$ cat config.mk
export PLATFORM = sky130hd
export DESIGN_NAME = bcd_conv_16
export DESIGN_NICKNAME = d
export VERILOG_FILES = /design/src/rtl/bcd_pkg.sv /design/src/rtl/bcd_adj3.sv /design/src/rtl/bcd_conv_16.sv
export SDC_FILE = /design/constraint.sdc
export NUM_CORES = 1
export LEC_CHECK = 0
export CAP_MARGIN = 15
export CORE_MARGIN = 3
export CORE_UTILIZATION = 25
export CTS_CLUSTER_DIAMETER = 150
export CTS_CLUSTER_SIZE = 24
export DETAILED_ROUTE_END_ITERATION = 8
export GPL_TIMING_DRIVEN = 0
export SKIP_LAST_GASP = 1
export SYNTH_ARGS = -nofsm -noshare
export SYNTH_HDL_FRONTEND = slang
export SYNTH_SLANG_ARGS = --single-unit
$ cat constraint.sdc
create_clock -name sysclk -period 1.3 [get_ports sysclk]
set_input_delay 0.26 -clock sysclk [delete_from_list [all_inputs] [get_ports sysclk]]
set_output_delay 0.26 -clock sysclk [all_outputs]
set_load 0.05 [all_outputs]
$ cat src/rtl/bcd_pkg.sv
// Shared definitions for the binary-to-BCD converter: FSM encoding,
// digit width and the default input-width / digit-count pairing.
package bcd_pkg;

  typedef enum logic [1:0] {
    ST_IDLE  = 2'd0,
    ST_SHIFT = 2'd1,
    ST_DONE  = 2'd2
  } state_t;

  localparam int BCD_W = 4;

  // 16 bits needs 5 digits: 10**5 > 65535.
  localparam int DEF_BIT_SZ = 16;
  localparam int DEF_DIGITS = 5;

endpackage

$ cat src/rtl/bcd_adj3.sv
// Double-dabble digit correction: add 3 to a BCD digit of 5 or more so the
// following left shift carries into the next digit correctly.
module bcd_adj3
  import bcd_pkg::*;
(
  input  logic [BCD_W-1:0] d,
  output logic [BCD_W-1:0] q
);

  always_comb begin
    q = d;
    if (d >= BCD_W'(5)) begin
      q = d + BCD_W'(3);
    end
  end

endmodule

$ cat src/rtl/bcd_conv_16.sv
// Sequential binary-to-BCD converter, one input bit per cycle (shift-add-3).
// load in IDLE starts a conversion; done pulses when bcd_out is updated.
module bcd_conv_16
  import bcd_pkg::*;
#(
  parameter int BIT_SZ = DEF_BIT_SZ,
  parameter int DIGITS = DEF_DIGITS
) (
  input  logic                    sysclk,
  input  logic                    sreset,
  input  logic                    load,
  input  logic [BIT_SZ-1:0]       bin_in,
  output logic [BCD_W*DIGITS-1:0] bcd_out,
  output logic                    busy,
  output logic                    done
);

  localparam int SCR_W = BCD_W * DIGITS;
  localparam int CNT_W = $clog2(BIT_SZ);
  localparam logic [CNT_W-1:0] CNT_LAST = CNT_W'(BIT_SZ - 1);

  state_t           state;
  logic [BIT_SZ-1:0] shift_reg;
  logic [SCR_W-1:0]  scratch;
  logic [SCR_W-1:0]  scratch_adj;
  logic [CNT_W-1:0]  bit_cnt;

  // Every digit is corrected in parallel before each shift.
  for (genvar g = 0; g < DIGITS; g++) begin : g_adj
    bcd_adj3 u_adj (
      .d (scratch[g*BCD_W +: BCD_W]),
      .q (scratch_adj[g*BCD_W +: BCD_W])
    );
  end

  assign busy = (state != ST_IDLE);

  always_ff @(posedge sysclk) begin
    if (sreset) begin
      state     <= ST_IDLE;
      shift_reg <= '0;
      scratch   <= '0;
      bit_cnt   <= '0;
      bcd_out   <= '0;
      done      <= 1'b0;
    end else begin
      done <= 1'b0;
      case (state)
        ST_IDLE: begin
          if (load) begin
            shift_reg <= bin_in;
            scratch   <= '0;
            bit_cnt   <= '0;
            state     <= ST_SHIFT;
          end
        end
        ST_SHIFT: begin
          // {scratch, shift_reg} shifts left as one register, MSB of the
          // binary value entering the units digit.
          scratch   <= {scratch_adj[SCR_W-2:0], shift_reg[BIT_SZ-1]};
          shift_reg <= {shift_reg[BIT_SZ-2:0], 1'b0};
          bit_cnt   <= bit_cnt + 1'b1;
          if (bit_cnt == CNT_LAST) begin
            state <= ST_DONE;
          end
        end
        ST_DONE: begin
          bcd_out <= scratch;
          done    <= 1'b1;
          state   <= ST_IDLE;
        end
        default: begin
          state <= ST_IDLE;
        end
      endcase
    end
  end

endmodule
---- Word level (Yosys, flattened, before mapping) ----
Cells that the tools add are included.
word-level totals
  register bits after elaboration ......... 63
  input bits .............................. 19
  logic and storage cells ................. 42
operators by class
  $add $sub $neg .......................... 6
  magnitude comparators ................... 5
  equality and inequality tests ........... 5
  mux-type cells .......................... 15
  reduce and logical (&&, ||, !) cells .... 5
operator list
  kind                                                                                 count
  20-bit case mux with 2 select lines                                                  1
  16-bit case mux with 2 select lines                                                  1
  4-bit by 3-bit greater-or-equal comparator with 1-bit output, second input constant  5
  20-bit two-way mux                                                                   1
  4-bit two-way mux                                                                    5
  4-bit by 2-bit adder with 4-bit output, second input constant                        4
  16-bit two-way mux                                                                   1
  4-bit case mux with 2 select lines                                                   1
  4-bit by 1-bit adder with 4-bit output, second input constant                        1
  4-bit equality test, second input constant                                           1
  2-bit two-way mux                                                                    2
  2-bit != test, second input constant                                                 2
  2-bit case mux with 2 select lines                                                   1
  2-bit AND reduction                                                                  2
  2-bit nonzero test                                                                   2
  3-bit by 2-bit adder with 3-bit output, second input constant                        1
  3-bit two-way mux                                                                    1
  2-bit by 1-bit equality test with 1-bit output, second input constant                1
  2-bit equality test, second input constant                                           1
  2-bit zero test                                                                      1
  1-bit two-way mux                                                                    1

---- Longest topological paths before layout ----
  depth after elaboration ................. 3
  mapped depth ............................ 7

---- Cells and area by module ----
From an unflattened synthesis, not the netlist that was laid out.
second synthesis, totals
  cells, all modules ...................... 326
  area, all modules ....................... 2807.7 um2
modules (own cells, without submodules)
  module       instances  cells each  area each (um2)
  bcd_conv_16  1          246         2301.0
  bcd_adj3     5          16          101.3

---- Worst setup path before layout ----
Ideal clock, no wire load.
  path type ............................... flip-flop to flip-flop
  from .................................... register scratch[9]
  to ...................................... register scratch[10]
  library setup time ...................... 117 ps
  arrival time ............................ 1250 ps
  required time ........................... 1183 ps
  setup slack ............................. -67 ps
  stages on the path, launching flop included .. 7
  cell sequence ........................... dfxtp_1 inv_1 ha_1 nand2b_1 a21oi_1 mux2i_1 a22o_1
between the ends
  cells in the longest elaborated chain, start to end .. 3
  elaborated cells between the ends (all ways) .. 4
  classes of those cells .................. add/sub: 1; order compare: 1; mux: 2
RTL lines
  element                                                                                                                 line                            RTL
  start, declared                                                                                                         bcd_conv_16.sv:24               logic [SCR_W-1:0] scratch;
  start signal, assigned                                                                                                  bcd_conv_16.sv:60               scratch <= {scratch_adj[SCR_W-2:0], shift_reg[BIT_SZ-1]};
  4-bit by 2-bit adder with 4-bit output or 4-bit by 3-bit greater-or-equal comparator with 1-bit output (tied branches)  bcd_adj3.sv:13, bcd_adj3.sv:12
  4-bit two-way mux (*)                                                                                                   bcd_adj3.sv:12                  if (d >= BCD_W'(5)) begin
  20-bit case mux with 2 select lines (*)                                                                                 bcd_conv_16.sv:48               case (state)
Every way passes the cells marked *; elsewhere a longest branch is shown, timed or not.
A chain may end at the register's enable or synchronous reset.

---- Worst setup path in the final report ----
  from .................................... register state[0]
  to ...................................... output port busy
between the ends
  cells in the longest elaborated chain, start to end .. 1
RTL lines
  element                 line               RTL
  start, declared         bcd_conv_16.sv:22  state_t state;
  start signal, assigned  bcd_conv_16.sv:40  state <= ST_IDLE;
  start signal, assigned  bcd_conv_16.sv:54  state <= ST_SHIFT;
  start signal, assigned  bcd_conv_16.sv:64  state <= ST_DONE;
  2-bit nonzero test      bcd_conv_16.sv:36  assign busy = (state != ST_IDLE);
  end, declared           bcd_conv_16.sv:14  output logic busy,
Every way passes these cells.

==> impl_metrics.toml <==
[sta]
totalNegativeSetupSlack_ns = -0.938
rsz0062_at_grt = "yes"
setup_viol = 23
final_ws_setup_ns = -0.144
hold_slack_ns = 0.328
final.setup_skew_ns = 0.00497
finalMaxSlewViolations = 0
tightest_slew_margin_relative_to_the_limit_pct = 60.8
finalHoldViolations = 0
fmax_mhz = 692
worst_pin_slew_ns = 0.588
final.min_clock_period_ns = 1.44
timing.final.crit_share_pct = 111

[cts]
cts.clk_slew.worst_paths_ns = 0.05
cts.path.max_buffers = 2
cts_made_buffers = 9
clock_sinks = 63
cts-htree-levels = 3
ctsHoldBuffers = 0
tritoncts = "yes"
cts_root_buf = "clkbuf_16"
worst_skew_pair_later_pin_latency_ns = 0.32

[routing]
drt_pass1_iterations = 4
detail_routed_net_length_per_standard_cell_um = 13.5
routed_wl_mm = 7.53
routed_via_density = 4.75
routedLengthMet1_mm = 3.37
vias = 2641
antenna_left = 0
routed-wl-met2_mm = 3.67
drtIter0Drc = 143
highest_layer = "met4"
detailroute.wirelength.met3_um = 419
drc_errors = 0

[synthesis]
fraction_of_post_synthesis_cell_area_in_the_top_cell_type_by_area_pct = 44.0
commonest_register_cell_after_synthesis = "dfxtp_1"
async_reset_ff_share_pct = 0
ys.warnings.count = 0
synth_commonest_cells = "dfxtp_1, a21oi_1, nand2_1"
synthMostInstantiatedCell = "dfxtp_1"
synth_nets = 366
mapped_cells = 336
yosysSeqAreaShare_pct = 44.0
synth.cell_area_sq_um = 2870
synth.distinct_cells = 34
synth_top_area_cell = "dfxtp_1"
ys_top_cells_by_area = "dfxtp_1, a21oi_1, nand2_1"
number_of_synthesized_flops_with_an_enable_pin = 0
ys_ff_latch = 63
synthesis.area_per_instance_sq_um = 8.53

[cells_and_area]
final-instance-count-excl-fill = 556
final_layout_size_suffix_gt1_share_pct = 31.3
final.fill_count = 1138
area_growth_syn_to_layout_pct = 42.4
num-nets-final = 442
antenna-diode-count = 0

[critical_path]
arrival_ns = 1.18
timing.critical_path.cells = "buf_6 -> or2_4 -> buf_8"
crit_path_start_kind = "register"
worst_path_max_stage_delay_ns = 0.35
path_buf_inv = 2
cp_max_fo = 4
required_ns = 1.04
timing_worst_setup_path_type = "register to output port"
critPathTopFamily = "flip-flops"
cp-end-kind = "output port"
slowest_stage = "dfxtp_4"

[power]
static-leakage-power_nw = 1.62
power.ir.vdd_worst_mv = 0.466
cellInternalPower_mw = 3.58
power.density_nw_per_um2 = 1160
power.share.switching_pct = 24.3
power.share.clock_pct = 45.4
power.share.sequential_pct = 43.2
power.switching_mw = 1.15
power.combinational.fraction_pct = 11.4

[die]
die_w_um = 113
floorplan.die_area_sq_um = 12800
die_height_um = 113
starting_density_of_the_core_pct = 26.0
floorplan.core_area_sq_um = 11000
placementRows = 38
ios = 41

[placed_design]
detailedPlace.worstSlack_ns = -0.528
total_of_buffers_placed_on_input_and_output_ports = 39
dpl.cell_count = 515
post-dp-hpwl_mm = 4.80
gp_congestion = 0.804

[global_route]
via_count_of_the_first_global_routing_pass = 2627
antenna_violations_before_repair = 0
globalRouteOverflowTotal = 0
grt_max_degree = 11
globalRouteTotalUtil_pct = 11.7
grt_pass1_wl_mm = 12.1

[outcome]
failed_checks = "setup timing"
outcome = "finished, violations left"

[min_path]
worstHoldPathType = "input port to register"

[run]
maxCapViolCount = 0
worst paths after layout:
path                                                from                         to  slack [ns]  depth (start not counted)
worst max-delay path               state[0]$_SDFFE_PP0P_                       busy       -0.14                          3
worst min-delay path                              sreset  shift_reg[4]$_SDFFE_PP0P_        0.33                          4
worst max register to register     state[0]$_SDFFE_PP0P_    bcd_out[7]$_SDFFE_PP0P_       -0.06                          5
worst min register to register  bcd_out[16]$_SDFFE_PP0P_   bcd_out[16]$_SDFFE_PP0P_        0.45                          2
metal layers:
layer	track usage, %	vias to the layer above
li1	-	1314
met1	13.8	1256
met2	20.3	64
met3	3.58	7
met4	3.77	0
met5	0	-
cell usage in the layout, fill, tap and decap left out, drive strengths merged, types with 6 or more instances in the layout:
cell type | synthesis | routed
nand2 | 42 | 42
nor2 | 27 | 27
nor3 | 6 | 6
clkbuf | 7 | 18
a21oi | 55 | 55
a22o | 17 | 17
ha | 11 | 11
inv | 23 | 23
clkdlybuf4s50 | 0 | 16
nand2b | 7 | 7
nand3 | 8 | 8
o22ai | 6 | 6
buf | 13 | 58
dfxtp | 63 | 63
o21ai | 16 | 16
timing repair:
item	CTS	global route
endpoints found under the setup margin	83	76
pin swaps	10	21
gates resized for setup	114	69
buffers inserted	17	10
worst register-to-register path: cells and delay by family, from the launching register on:
family                 cells  cell delay, ns
AO/OA/AOI/OAI              1            0.06
buffers and inverters      2            0.50
AND/OR/NAND/NOR            2            0.29
flip-flops                 1            0.35
kinds of logic (layout without fill, tap and decap cells):
group | count (synthesis) | after routing | synth area share (%)
fa+ha+maj | 11 | 11 | 4.80
compound gates | 106 | 106 | 23.3
buf+inv | 43 | 123 | 7.24
xor+xnor | 9 | 9 | 2.75
mux | 5 | 5 | 1.75
simple gates | 99 | 99 | 16.2
flops | 63 | 63 | 44.0
layout make-up:
type	count	area, sq um	share of cell area, %
well taps	140	175	4.29
repair buffers	66	520	12.7
clock buffers	11	243	5.95
plain buffers	19	149	3.65
clock inverters	4	22.5	0.552
flip-flops and latches	63	1280	31.4
multi-input cells	230	1600	39.1
inverters	23	93.8	2.30
metrics by stage:
stage	total power [mW]	instance area (sq um)	utilization, %
2_1_floorplan	2.34	2890	-
3_3_place_gp	2.49	3450	31.3
3_5_place_dp	2.50	3450	31.3
4_1_cts	4.74	3970	36.0
5_1_grt	4.91	4080	37.0
6_report	4.73	4080	37.0
power groups by stage:
stage / combinational [mW] / sequential (mW) / clock [mW]
2_1_floorplan: 0.268 / 2.08 / 0
4_1_cts: 0.504 / 2.04 / 2.20
3_3_place_gp: 0.404 / 2.09 / 0
5_1_grt: 0.586 / 2.05 / 2.27
6_report: 0.539 / 2.05 / 2.15
3_5_place_dp: 0.411 / 2.09 / 0
(Power assumes the default switching activity.)
